===== config.mk =====
export PLATFORM = sky130hd
export DESIGN_NAME = ecall_unit
export DESIGN_NICKNAME = d
export VERILOG_FILES = /design/src/rtl/ecall_unit_pkg.sv /design/src/rtl/ecall_unit_btn_debounce.sv /design/src/rtl/ecall_unit.sv
export SDC_FILE = /design/constraint.sdc
export NUM_CORES = 1
export LEC_CHECK = 0
export CAP_MARGIN = 15
export CORE_UTILIZATION = 40
export DETAILED_ROUTE_END_ITERATION = 8
export PLACE_DENSITY = 0.69
export REMOVE_ABC_BUFFERS = 1
export SLEW_MARGIN = 20
export SYNTH_ARGS = -nofsm -noshare
export SYNTH_HDL_FRONTEND = slang
export SYNTH_SLANG_ARGS = --single-unit

===== constraint.sdc =====
create_clock -name clk -period 2.1 [get_ports clk]
set_clock_uncertainty 0.2 [all_clocks]
set_input_delay 0.42 -clock clk [delete_from_list [all_inputs] [get_ports clk]]
set_output_delay 0.42 -clock clk [all_outputs]
set_load 0.01 [all_outputs]

===== src/rtl/ecall_unit_pkg.sv =====
// Shared CPU package: syscall codes and the ecall FSM state encoding.
package ecall_unit_pkg;

  typedef enum logic [2:0] {
    ST_IDLE         = 3'd0,
    ST_DISPATCH     = 3'd1,
    ST_WAIT_PRESS   = 3'd2,
    ST_WAIT_RELEASE = 3'd3,
    ST_DONE         = 3'd4,
    ST_HALT         = 3'd5
  } ecall_state_e;

  localparam logic [31:0] SYS_PRINT_INT  = 32'd1;
  localparam logic [31:0] SYS_READ_INT   = 32'd5;
  localparam logic [31:0] SYS_EXIT       = 32'd10;
  localparam logic [31:0] SYS_PRINT_CHAR = 32'd11;

  // True for codes that wait for the operator to press and release confirm.
  function automatic logic needs_confirm(input logic [31:0] code);
    return (code == SYS_PRINT_INT) || (code == SYS_PRINT_CHAR) ||
           (code == SYS_READ_INT);
  endfunction

endpackage


===== src/rtl/ecall_unit_btn_debounce.sv =====
// Confirm-button conditioning: 2-flop synchronizer followed by a debouncer
// that accepts a new level only after DEBOUNCE_CYCLES consecutive samples.
module btn_debounce #(
  parameter int DEBOUNCE_CYCLES = 1000
) (
  input  logic clk,
  input  logic rst,
  input  logic btn_i,
  output logic level_o,
  output logic rise_o
);

  localparam int CW = $clog2(DEBOUNCE_CYCLES + 1);
  localparam logic [CW-1:0] CNT_MAX = CW'(DEBOUNCE_CYCLES - 1);

  logic          sync1_q, sync2_q;
  logic          level_q, level_d;
  logic          rise_q, rise_d;
  logic [CW-1:0] cnt_q, cnt_d;

  // Count consecutive samples that disagree with the accepted level; any
  // agreeing sample restarts the count, so the counter never exceeds CNT_MAX.
  always_comb begin
    level_d = level_q;
    cnt_d   = cnt_q;
    rise_d  = 1'b0;
    if (sync2_q == level_q) begin
      cnt_d = '0;
    end else if (cnt_q == CNT_MAX) begin
      level_d = sync2_q;
      cnt_d   = '0;
      rise_d  = sync2_q;
    end else begin
      cnt_d = cnt_q + CW'(1);
    end
  end

  // Synchronizer and debounce state; reset restarts the whole filter.
  always_ff @(posedge clk or negedge rst) begin
    if (!rst) begin
      sync1_q <= 1'b0;
      sync2_q <= 1'b0;
      level_q <= 1'b0;
      rise_q  <= 1'b0;
      cnt_q   <= '0;
    end else begin
      sync1_q <= btn_i;
      sync2_q <= sync1_q;
      level_q <= level_d;
      rise_q  <= rise_d;
      cnt_q   <= cnt_d;
    end
  end

  assign level_o = level_q;
  assign rise_o  = rise_q;

endmodule


===== src/rtl/ecall_unit.sv =====
// Environment-call unit: services print/read/exit syscalls using a
// 7-segment display, LEDs, switches and a debounced confirm button.
module ecall_unit
  import ecall_unit_pkg::*;
#(
  parameter int DEBOUNCE_CYCLES = 1000,
  parameter int SW_WIDTH        = 16
) (
  input  logic                clk,
  input  logic                rst,
  input  logic                Ecall,
  input  logic                Flush,
  input  logic [31:0]         a7,
  input  logic [31:0]         a0,
  input  logic                btn_confirm,
  input  logic [SW_WIDTH-1:0] sw,
  output logic                EcallDone,
  output logic                RegWriteA0,
  output logic [31:0]         WriteDataA0,
  output logic [31:0]         seg_value,
  output logic                seg_en,
  output logic [SW_WIDTH-1:0] led,
  output logic                halted
);

  ecall_state_e        state_q, state_d;
  logic                btn_level_s, btn_rise_s;
  logic [31:0]         code_q, code_d, arg_q, arg_d;
  logic [SW_WIDTH-1:0] sw_sync1_q, sw_sync2_q;
  logic [SW_WIDTH-1:0] sw_cap_q, sw_cap_d, led_q, led_d;
  logic [31:0]         seg_value_q, seg_value_d, wdata_q, wdata_d;
  logic                seg_en_q, seg_en_d, done_q, done_d;
  logic                rw_q, rw_d, halted_q, halted_d;

  btn_debounce #(
    .DEBOUNCE_CYCLES(DEBOUNCE_CYCLES)
  ) u_btn_debounce (
    .clk    (clk),
    .rst    (rst),
    .btn_i  (btn_confirm),
    .level_o(btn_level_s),
    .rise_o (btn_rise_s)
  );

  // FSM state register.
  always_ff @(posedge clk or negedge rst) begin
    if (!rst) state_q <= ST_IDLE;
    else      state_q <= state_d;
  end

  // Next-state logic; Flush aborts everything except the absorbing HALT.
  always_comb begin
    state_d = state_q;
    case (state_q)
      ST_IDLE: begin
        if (Ecall && !Flush) state_d = ST_DISPATCH;
        else                 state_d = ST_IDLE;
      end
      ST_DISPATCH: begin
        if (needs_confirm(code_q))   state_d = ST_WAIT_PRESS;
        else if (code_q == SYS_EXIT) state_d = ST_HALT;
        else                         state_d = ST_DONE;
      end
      ST_WAIT_PRESS: begin
        if (btn_rise_s) state_d = ST_WAIT_RELEASE;
        else            state_d = ST_WAIT_PRESS;
      end
      ST_WAIT_RELEASE: begin
        if (!btn_level_s) state_d = ST_DONE;
        else              state_d = ST_WAIT_RELEASE;
      end
      ST_DONE: state_d = ST_IDLE;
      ST_HALT: state_d = ST_HALT;
      default: state_d = ST_IDLE;
    endcase
    if (Flush && (state_q != ST_HALT)) begin
      state_d = ST_IDLE;
    end
  end

  // Output/datapath next values, keyed on the transition being taken so a
  // flushed transition never updates the display, LEDs or captured switches.
  always_comb begin
    code_d      = code_q;
    arg_d       = arg_q;
    sw_cap_d    = sw_cap_q;
    seg_value_d = seg_value_q;
    seg_en_d    = seg_en_q;
    led_d       = led_q;
    if ((state_q == ST_IDLE) && (state_d == ST_DISPATCH)) begin
      code_d = a7;
      arg_d  = a0;
    end else if ((state_q == ST_DISPATCH) && (state_d == ST_WAIT_PRESS)) begin
      if (code_q == SYS_PRINT_INT) begin
        seg_value_d = arg_q;
        seg_en_d    = 1'b1;
      end else if (code_q == SYS_PRINT_CHAR) begin
        led_d = SW_WIDTH'(arg_q[7:0]);
      end else begin
        led_d = led_q;
      end
    end else if ((state_q == ST_WAIT_PRESS) && (state_d == ST_WAIT_RELEASE)) begin
      if (code_q == SYS_READ_INT) sw_cap_d = sw_sync2_q;
      else                        sw_cap_d = sw_cap_q;
    end else begin
      code_d = code_q;
    end
    done_d   = (state_d == ST_DONE);
    rw_d     = done_d && (code_q == SYS_READ_INT);
    wdata_d  = rw_d ? 32'(sw_cap_q) : 32'd0;
    halted_d = (state_d == ST_HALT);
  end

  // Registered outputs, captured syscall operands and switch synchronizer.
  always_ff @(posedge clk or negedge rst) begin
    if (!rst) begin
      code_q      <= 32'd0;
      arg_q       <= 32'd0;
      sw_sync1_q  <= '0;
      sw_sync2_q  <= '0;
      sw_cap_q    <= '0;
      seg_value_q <= 32'd0;
      seg_en_q    <= 1'b0;
      led_q       <= '0;
      done_q      <= 1'b0;
      rw_q        <= 1'b0;
      wdata_q     <= 32'd0;
      halted_q    <= 1'b0;
    end else begin
      code_q      <= code_d;
      arg_q       <= arg_d;
      sw_sync1_q  <= sw;
      sw_sync2_q  <= sw_sync1_q;
      sw_cap_q    <= sw_cap_d;
      seg_value_q <= seg_value_d;
      seg_en_q    <= seg_en_d;
      led_q       <= led_d;
      done_q      <= done_d;
      rw_q        <= rw_d;
      wdata_q     <= wdata_d;
      halted_q    <= halted_d;
    end
  end

  assign EcallDone   = done_q;
  assign RegWriteA0  = rw_q;
  assign WriteDataA0 = wdata_q;
  assign seg_value   = seg_value_q;
  assign seg_en      = seg_en_q;
  assign led         = led_q;
  assign halted      = halted_q;

endmodule


# [Word level (Yosys, flattened, before mapping)]
# Cells that the tools add are included.
[totals] output_inout_bits=84 mem_bits_rw=0 register_bits=189 latch_bits=0 n_memories=0 romBits=0 input_bits=85 wordCells=65
[op_classes] muxes=12 bitwise=4 n_eq_ne=16 n_lt_le_gt_ge=0 n_mul=0 addsub=1 reduce_logical=14 shift=0 n_div=0
[ops] operator="$eq 32x4->1 const B" count=2
[ops] operator="$eq 32x1->1 const B" count=1
[ops] operator="$eq 32x3->1 const B" count=1
[ops] operator="$mux 10" count=2
[ops] operator="$mux 16" count=1
[ops] operator="$pmux 3 s5" count=1
[ops] operator="$eq 3x2->1 const B" count=4
[ops] operator="$add 10x1->10 const B" count=1
[ops] operator="$eq 10x10->1 const B" count=1
[ops] operator="$eq 3x3->1 const B" count=3
[ops] operator="$mux 3" count=3
[ops] operator="$reduce_and 4->1" count=2
[ops] operator="$eq 3x1->1 const B" count=2
[ops] operator="$logic_and 1x1->1" count=6
[ops] operator="$mux 1" count=5
[ops] operator="$not 1->1" count=4
[ops] operator="$logic_not 3->1" count=1
[ops] operator="$ne 3x3->1 const B" count=1
[ops] operator="$reduce_and 3->1" count=1
[ops] operator="$logic_or 1x1->1" count=2
[ops] operator="$reduce_and 2->1" count=1
[ops] operator="$eq 1x1->1" count=1
[ops] operator="$logic_not 1->1" count=1

# [Depth between registers and ports, before layout]
[depth] word_depth=10 ltp_mapped=6 mapped_depth_nobuf=5

# [By module]
# Synthesis repeated with hierarchy kept, for this count alone.
[hier_totals] hier_cells=481 area_unflattened_um2=7260.7
[modules_own_cells] module="ecall_unit" instances=1 cells_each=423 seq_area_each_um2=4379.2 area_per_inst_um2=6613.8
[modules_own_cells] module="btn_debounce" instances=1 cells_each=58 seq_area_each_um2=350.3 area_per_inst_um2=646.9

# [Worst setup path before layout]
# Ideal clock, no wire load.
[synth_timing] kind="register to register" startpoint="reg code_q[20]" endpoint="reg sw_cap_q[10]" setup_ps=127 path_stages_with_launch=6 synth_period_minus_slack_ps=2228 required_time_ps=1773 path_slack_ps=-128 n_path_buf=1 arrival_ps=1900 cell_sequence="dfrtp_1 nor4_4 nand4_4 nor4_4 buf_6 mux2_1"
[synth_via] elab_chain_len=10 word_cells_on_any_way=19 cone_classes="eq/ne: 7; mux: 4; bitwise: 2; reduce/logical: 6"
[synth_rtl] element="start: declaration" line_no="ecall_unit.sv:28" text="logic [31:0] code_q, code_d, arg_q, arg_d;"
[synth_rtl] element="start signal: assignment" line_no="ecall_unit.sv:130" text="code_q <= code_d;"
[synth_rtl] element="$eq 32x1->1 / $eq 32x4->1 (equally long branches)" line_no="ecall_unit_pkg.sv:20" text="return (code == SYS_PRINT_INT) || (code == SYS_PRINT_CHAR) ||"
[synth_rtl] element="$logic_or 1x1->1 (2 in series)" line_no="ecall_unit_pkg.sv:20"
[synth_rtl] element="$mux 3" line_no="ecall_unit.sv:60" text="if (needs_confirm(code_q)) state_d = ST_WAIT_PRESS;"
[synth_rtl] element="$pmux 3 s5" line_no="ecall_unit.sv:54" text="case (state_q)"
[synth_rtl] element="$mux 3" line_no="ecall_unit.sv:76" text="if (Flush && (state_q != ST_HALT)) begin"
[synth_rtl] element="$eq 3x2->1 / $eq 3x1->1 (equally long branches)" line_no="ecall_unit.sv:93, ecall_unit.sv:90"
[synth_rtl] element="$logic_and 1x1->1 (on tied branches)" line_no="ecall_unit.sv:93, ecall_unit.sv:90"
[synth_rtl] element="$not 1->1 (no source line)"
[synth_rtl] element="$reduce_and 4->1 (no source line) (*)"
[synth_rtl] element="end signal: assignment" line_no="ecall_unit.sv:134" text="sw_cap_q <= sw_cap_d;"
[synth_rtl] element="end: declaration" line_no="ecall_unit.sv:30" text="logic [SW_WIDTH-1:0] sw_cap_q, sw_cap_d, led_q, led_d;"
# Mark *: on every way between the ends. The rest lies on a longest branch, timed or not.
# A chain may end at the register's enable or synchronous reset.

# [Worst setup path after layout]
[layout_timing] startpoint="reg code_q[19]" endpoint="reg seg_value_q[24], in the netlist seg_value[24]"
[layout_via] elab_chain_len=10 word_cells_on_any_way=16 cone_classes="eq/ne: 6; mux: 4; bitwise: 1; reduce/logical: 5"
[layout_rtl] element="$eq 32x1->1 / $eq 32x4->1 (equally long branches)" line_no="ecall_unit_pkg.sv:20, ecall_unit.sv:94"
[layout_rtl] element="$logic_or 1x1->1 (2 in series)" line_no="ecall_unit_pkg.sv:20"
[layout_rtl] element="$mux 3" line_no="ecall_unit.sv:60"
[layout_rtl] element="$pmux 3 s5" line_no="ecall_unit.sv:54"
[layout_rtl] element="$mux 3" line_no="ecall_unit.sv:76"
[layout_rtl] element="$eq 3x1->1" line_no="ecall_unit.sv:90" text="if ((state_q == ST_IDLE) && (state_d == ST_DISPATCH)) begin"
[layout_rtl] element="$logic_and 1x1->1" line_no="ecall_unit.sv:90"
[layout_rtl] element="$not 1->1 (no source line)"
[layout_rtl] element="$reduce_and 3->1 (no source line) (*)"
[layout_rtl] element="end signal: assignment" line_no="ecall_unit.sv:135" text="seg_value_q <= seg_value_d;"
[layout_rtl] element="end: declaration" line_no="ecall_unit.sv:31" text="logic [31:0] seg_value_q, seg_value_d, wdata_q, wdata_d;"
# Marked as above.

==> results by group <==
Route
  – First-pass iteration count of the detailed router: 4
  – DRC: 0
  – Final WL: 15300 um
  – Vias per cell: 4.89
  – Drt first-iter violations: 164
  – Antenna viol nets, final: 0
  – DR vias: 4345
  – DR WL/cell: 17.2 um

Global routing
  – First-pass GRT wire length: 24300 um
  – Pin count of the biggest net entering global routing: 81
  – GRT Total Usage: 0.174
  – Initial antenna violation count: 0
  – GRT overflow: 0
  – Vias in the first global route: 4663

Cells and area
  – FF+latch area: 0.00473 sq mm
  – Area growth syn-to-layout: 39.8%
  – ANT cells: 0
  – Non-filler cells, final: 888
  – Multi-input logic area: 0.00260 sq mm
  – Nets: 736
  – Layout cells sized above 1: 0.320
  – Layout fillers: 1353
  – Final Util: 0.579

Worst setup path
  – R2R Path Start: code_q[19]
  – Worst Path Required: 2.21 ns
  – CP Max Fanout: 8
  – Endpoint type of the worst setup path: flip-flop
  – R2R setup slack: -0.11 ns
  – CP Launch Type: flip-flop
  – CP startpoint: code_q[19]
  – WP data arrival: 2.32 ns
  – CP Class: flip-flop to flip-flop
  – Reg2Reg Depth: 7

Power and ir drop
  – Tot Pwr: 0.00798 W
  – Peak VDD IR: 0.000525 V
  – Pwr dens: 786 mW/mm^2
  – Static Leak: 4.48 nW

Clocking
  – Worst-path clk slew: 0.07 ns
  – Clk sinks: 189
  – CTS tree: built
  – CTS buffer count: 17
  – CTS H-tree depth: 4
  – Root Driver: clkbuf_16
  – Clk_lat worst skew: 0.42 ns
  – CTS max path bufs: 2

Floorplan
  – Die height: 137 um
  – Core Area: 0.0175 sq mm
  – Core Rows: 48
  – Initial Utilization: 0.414
  – I/O pin cnt: 169
  – Die footprint: 0.0187 sq mm
  – Die X-Extent: 137 um

Synth
  – Top-area cell type share of the netlist area: 0.651
  – Largest family of logic cells by synthesized area: multiplexers
  – Top FF cell, synth: dfrtp_1
  – Post-synthesis xor/xnor area fraction: 0.0109
  – Number of flops mapped to enable cells by yosys: 0
  – Count leader, synth: dfrtp_1
  – Yosys top cell by area: dfrtp_1
  – Post-synthesis simple-gate area fraction: 0.0896
  – Synth area leaders: dfrtp_1 (65%), mux2_2 (13%), mux2_1 (6.2%), buf_4 (2.8%), nor4_4 (2.0%)
  – Complex-gate fraction of the synthesized area: 0.00827
  – Multiplexer share of the synthesized area: 0.189
  – Netlist area before placement: 0.00726 sq mm
  – Register bit total from synthesis: 189
  – Avg Inst Size Synth: 15.3 sq um
  – Synth unique cells: 39
  – Post-synthesis sequential area ratio: 0.651
  – Top cells by count, synth: dfrtp_1 (189), mux2_2 (82), mux2_1 (40), buf_4 (27), inv_1 (20)
  – Adder-Cell Fraction of Synth Area: 0.00172
  – Async set-reset flop share out of synthesis: 1.00
  – Syn. warnings: 0
  – Syn Inst Count: 476

STA
  – RSZ-0062 raised after global routing: true
  – Minimum setup slack in the final design: -0.108 ns
  – Final worst path period share: 1.05
  – Endpoints failing setup: 73
  – Minimum clock period: 2.21 ns
  – Final Hold Fails: 0
  – Fmax achieved: 453 MHz
  – Fin. max-slew vios: 0

Placed design
  – Buffers added on ports: 144
  – Cells after DPL: 850
  – RD Place Congestion: 0.756
  – DP HPWL: 9860 um

Flow run
  – Max Cap Violations: 0

Status
  – Failing checks: negative setup slack
  – Status: finished with violations

Worst hold path
  – Worst hold path class: input pin to async pin
[final timing paths]
path | end
worst max register to register | seg_value[24]
worst max-delay path | seg_value[24]
worst min register to register | sw_sync2_q[12]
max in group asynchronous | WriteDataA0[11]
min in group clk | sw_sync2_q[12]
worst min-delay path | arg_q[25]
[per-stage QoR]
step	setup slack, ns	hold slack [ns]	TNS, ns	instance area, sq um
6_report	-0.108	0.150	-4.57	10200
5_1_grt	-0.198	0.138	-11.30	10200
3_3_place_gp	-0.292	0.0409	-14.25	9120
4_1_cts	-0.117	0.137	-5.62	9980
2_1_floorplan	-1.78	-0.0756	-134.70	7070
3_5_place_dp	-0.304	0.0411	-15.48	9120
[layer usage]
| metal | routed length, um | vias to the layer above | share of wire | global-route usage |
|---|---|---|---|---|
| met5 | 0 | - | 0 | 0 |
| met4 | 143 | 0 | 0.0093 | 0.0451 |
| met3 | 1510 | 16 | 0.099 | 0.0889 |
| met2 | 7490 | 149 | 0.49 | 0.285 |
| met1 | 6150 | 2223 | 0.40 | 0.201 |
| li1 | - | 1957 | - | - |
[timing repair]
item,4_1_cts,5_1_grt
hold buffers,1,0
setup endpoints to repair,74,75
endpoints found under the hold margin,189,0
pin swaps,6,0
resized for setup,43,33
buffers inserted,2,0
cloned,2,1
[report_power, final]
group / internal, W / switching (W) / leakage [nW] / total, W
registers: 0.00390 / 0.000190 / 2.42 / 0.00409
clock network: 0.00182 / 0.00142 / 0.286 / 0.00324
logic: 0.000401 / 0.000252 / 1.77 / 0.000653
total: 0.00612 / 0.00186 / 4.48 / 0.00798
[cell type report]
cell class                 instances  area share
clock buffer                      19      0.0436
clock inverter                    13      0.0150
sequential                       189       0.466
inverter                          20     0.00740
multi-input combinational        249       0.256
tap                              225      0.0277
timing repair buffer             173       0.184
[logic make-up (layout without fill, tap and decap cells)]
| kind of cell | after synthesis | count (layout) |
|---|---|---|
| xor gates and xnor gates | 9 | 9 |
| buffers and inverters | 61 | 225 |
| adders and majority gates | 1 | 1 |
| and+or+nand+nor | 84 | 84 |
| muxes | 122 | 122 |
| AOI/OAI and AO/OA | 9 | 9 |
| DFF | 189 | 189 |
| other | 1 | 24 |
[state kept, by name, summed over array words and instances (netlist names), 3 cells and up]
register              cells
seg_value                32
sw_sync1_q               16
led                       8
sw_cap_q                 16
state_q                   3
sw_sync2_q               16
WriteDataA0              16
u_btn_debounce.cnt_q     10
arg_q                    32
code_q                   32
[critical path, stage by stage (launching register included)]
cell and delay [ns]:
dfrtp_1 0.39, nor4_2 0.29, nand2_1 0.12, buf_6 0.16, nor4_4 0.25, buf_6 0.20
clkbuf_16 0.19, mux2_4 0.30
[cell usage in the layout, fill, tap and decap left out, types with 4 or more instances in the layout]
| cell | count |
|---|---|
| dfrtp_1 | 189 |
| clkdlybuf4s50_1 | 143 |
| mux2_2 | 66 |
| mux2_4 | 52 |
| conb_1 | 24 |
| inv_1 | 20 |
| clkbuf_16 | 18 |
| nor2_1 | 15 |
| nor4_2 | 14 |
| nor4_4 | 12 |
| buf_12 | 11 |
| buf_4 | 11 |
| nand2_1 | 8 |
| nand3_1 | 6 |
| xnor2_1 | 6 |
| nor3_1 | 5 |
| mux2_1 | 4 |
Power figures use the tool's default switching activity.
==> RTL change, RTL diff (same settings) <==
Make the reset (`rst`) synchronous in 3 clocked blocks.
--- a/src/rtl/ecall_unit_btn_debounce.sv
+++ b/src/rtl/ecall_unit_btn_debounce.sv
@@ -36,7 +36,7 @@
   end
 
   // Synchronizer and debounce state; reset restarts the whole filter.
-  always_ff @(posedge clk or negedge rst) begin
+  always_ff @(posedge clk) begin
     if (!rst) begin
       sync1_q <= 1'b0;
       sync2_q <= 1'b0;
--- a/src/rtl/ecall_unit.sv
+++ b/src/rtl/ecall_unit.sv
@@ -43,7 +43,7 @@
   );
 
   // FSM state register.
-  always_ff @(posedge clk or negedge rst) begin
+  always_ff @(posedge clk) begin
     if (!rst) state_q <= ST_IDLE;
     else      state_q <= state_d;
   end
@@ -112,7 +112,7 @@
   end
 
   // Registered outputs, captured syscall operands and switch synchronizer.
-  always_ff @(posedge clk or negedge rst) begin
+  always_ff @(posedge clk) begin
     if (!rst) begin
       code_q      <= 32'd0;
       arg_q       <= 32'd0;
Check against the original RTL: differs if rst is asserted again (counterexample within 4 cycles, from zero or initial values and one cycle with rst low); with rst held inactive, the same outputs for 4 cycles.
==> RTL change against the unedited design <==
The flow still finishes with violations (setup timing). Design area decreased by 1.6%. Setup slack got worse by 23 ps. Total power decreased by 3.8%. Via count increased by 35%. Sequential cell count unchanged. Combinational power increased by 5.5%. Count of clock-buffer cells in the layout unchanged. Wire length increased by 14%. Area after synthesis decreased by 2.2%. Largest cell class unchanged.
==> RTL change: results (changes against the unedited design) <==
Min path
  • Worst Hold Class: flop to flop (was input port to asynchronous set/reset pin)
  • Hold endpoint: sw_sync2_q[10]$_SDFF_PN0_
  • Hold_sp: sw_sync1_q[10]$_SDFF_PN0_
  • Hold Crit Depth: 1

Run status
  • Failing checks: setup timing (unchanged)
  • Run status: complete, but fails checks (unchanged)

Detailed routing
  • TritonRoute pass-1 iters: 5 (was 4)
  • Via Count: 5871 (was 4345)
  • WL final: 17500 um (was 15300 um)
  • Initial drt markers: 286 (was 164)

Critical path
  • CP max FO: 5 (was 8)
  • CP arrival: 2380 ps (was 2320 ps)
  • Crit-path slowest cell: or4_4 (was dfrtp_1)
  • R2R cell count: 6 (was 7)
  • Crit Path Class: flop to flop (unchanged)
  • Critical Path Sink: seg_value[31]$_SDFFE_PN0P_ (was seg_value[24]$_DFFE_PN0P_)
  • CP max stage delay: 540 ps (was 390 ps)
  • Worst R2R Start: code_q[4]$_SDFFE_PN0P_ (was code_q[19]$_DFFE_PN0P_)

Synthesis
  • Register area share after synthesis: 53.3% (was 65.1%)
  • Post-synth top cells: nand2_1, dfxtp_1, a21oi_1 (was dfrtp_1, mux2_2, mux2_1)
  • Async SR Flop Fraction: 0% (was 100%)
  • Top FF cell, synth: dfxtp_1 (was dfrtp_1)
  • Syn. warnings: 0 (unchanged)
  • Largest cells by area after synthesis: dfxtp_1, nand2_1, a21oi_1 (was dfrtp_1, mux2_2, mux2_1)
  • Library cells used by synthesis: 48 (was 39)
  • Cells after Synth: 789 (was 476)

Layout
  • FILL cells: 1529 (was 1353)
  • Non-filler cells in the finished layout: 1190 (was 888)
  • N_diodes: 0 (unchanged)
  • Share of layout cells above drive strength 1: 13.8% (was 32.0%)
  • Nets: 1038 (was 736)

Global routing
  • Vias in the first global route: 5578 (was 4663)
  • Initial antenna violation count: 1 (was 0)
  • GRT Overall Usage: 19.2% (was 17.4%)
  • Largest net degree at the start of global routing: 110 (was 81)
  • First-pass GRT wire length: 27400 um (was 24300 um)

Place
  • Post-DP HPWL: 10700 um (was 9860 um)
  • Dpl cells: 1151 (was 850)
  • Gp weighted congestion: 0.775 (was 0.756)
  • Area of placed instances: 8980 sq um (was 9120 sq um)
  • I/O Buffers: 144 (unchanged)

Clocking
  • Root buf cell: clkbuf_16 (unchanged)
  • Max Root-Sink Buffers: 2 (unchanged)
  • Clk pin slew, worst setup/hold paths: 70 ps (about the same)
  • Worst skew pair latency: 420 ps (about the same)

Pwr
  • Max IR drop VDD: 0.574 mV (was 0.525 mV)
  • Lkg Pwr: 0.00346 uW (was 0.00448 uW)

Timing
  • Finish-stage setup viols: 61 (was 73)
  • Worst Setup Slack, final: -131 ps (was -108 ps)
  • Slew @ Worst Pin: around 950 ps
  • Final hold slack: 233 ps (was 150 ps)
RTL change: cell types whose count changed after synthesis, moves of 37 or more:
cell      before  now
a21oi_1        1   84
and2_1         0   37
clkbuf_1       4   48
dfrtp_1      189    0
dfxtp_1        0  189
mux2_1        40    0
mux2_2        82    1
mux2i_1        0   41
nand2_1        8  210
RTL change: through the flow:
step / TNS (ps) / utilization [%] / setup slack (ps)
5_1_grt: -9190 / 57.7 / -201
3_5_place_dp: -41240 / 51.9 / -543
6_report: -5020 / 57.7 / -131
2_1_floorplan: -91530 / - / -1470
4_1_cts: -5670 / 55.7 / -164
3_3_place_gp: -39650 / 51.9 / -524
RTL change: final cells by class:
class / count / share of cell area, %
inverter: 5 / 0.188
timing repair buffer: 201 / 20.8
multi-input combinational: 538 / 32.1
clock inverter: 13 / 1.54
sequential: 189 / 37.9
clock buffer: 19 / 4.54
tap: 225 / 2.82
RTL change: what timing repair did:
action	CTS	global route
cloned	0	6
resized for setup	11	48
setup endpoints to repair	61	87
pin swaps	4	12
setup buffers	0	1
RTL change: power by group:
part | internal [uW] | switching [uW]
logic | 331 | 357
registers | 3670 | 45.6
clock network | 1850 | 1420
RTL change: kinds of logic after synthesis:
logic type	count (synthesis)	share of synthesized area [%]
simple gates	336	22.4
flops	189	53.3
compound gates	126	11.0
buf+inv	85	6.15
mux	42	5.94
xor+xnor	9	1.11
fa+ha+maj	1	0.176
other cells	1	0.0528
RTL change: worst register-to-register path, stage by stage, from the launching register on:
cell	delay, ps
dfxtp_2	320
or4_4	540
or3_4	390
nor4_4	150
buf_6	200
clkbuf_16	170
mux2i_1	200
RTL change: layer usage:
metal  GRT usage (%)  vias to the layer above  routed length [um]
met5               0                        -                  12
met3            8.53                       18                1480
met2            32.0                      150                8610
li1                -                     2967                   -
met1            22.1                     2734                7170
met4            5.12                        2                 176
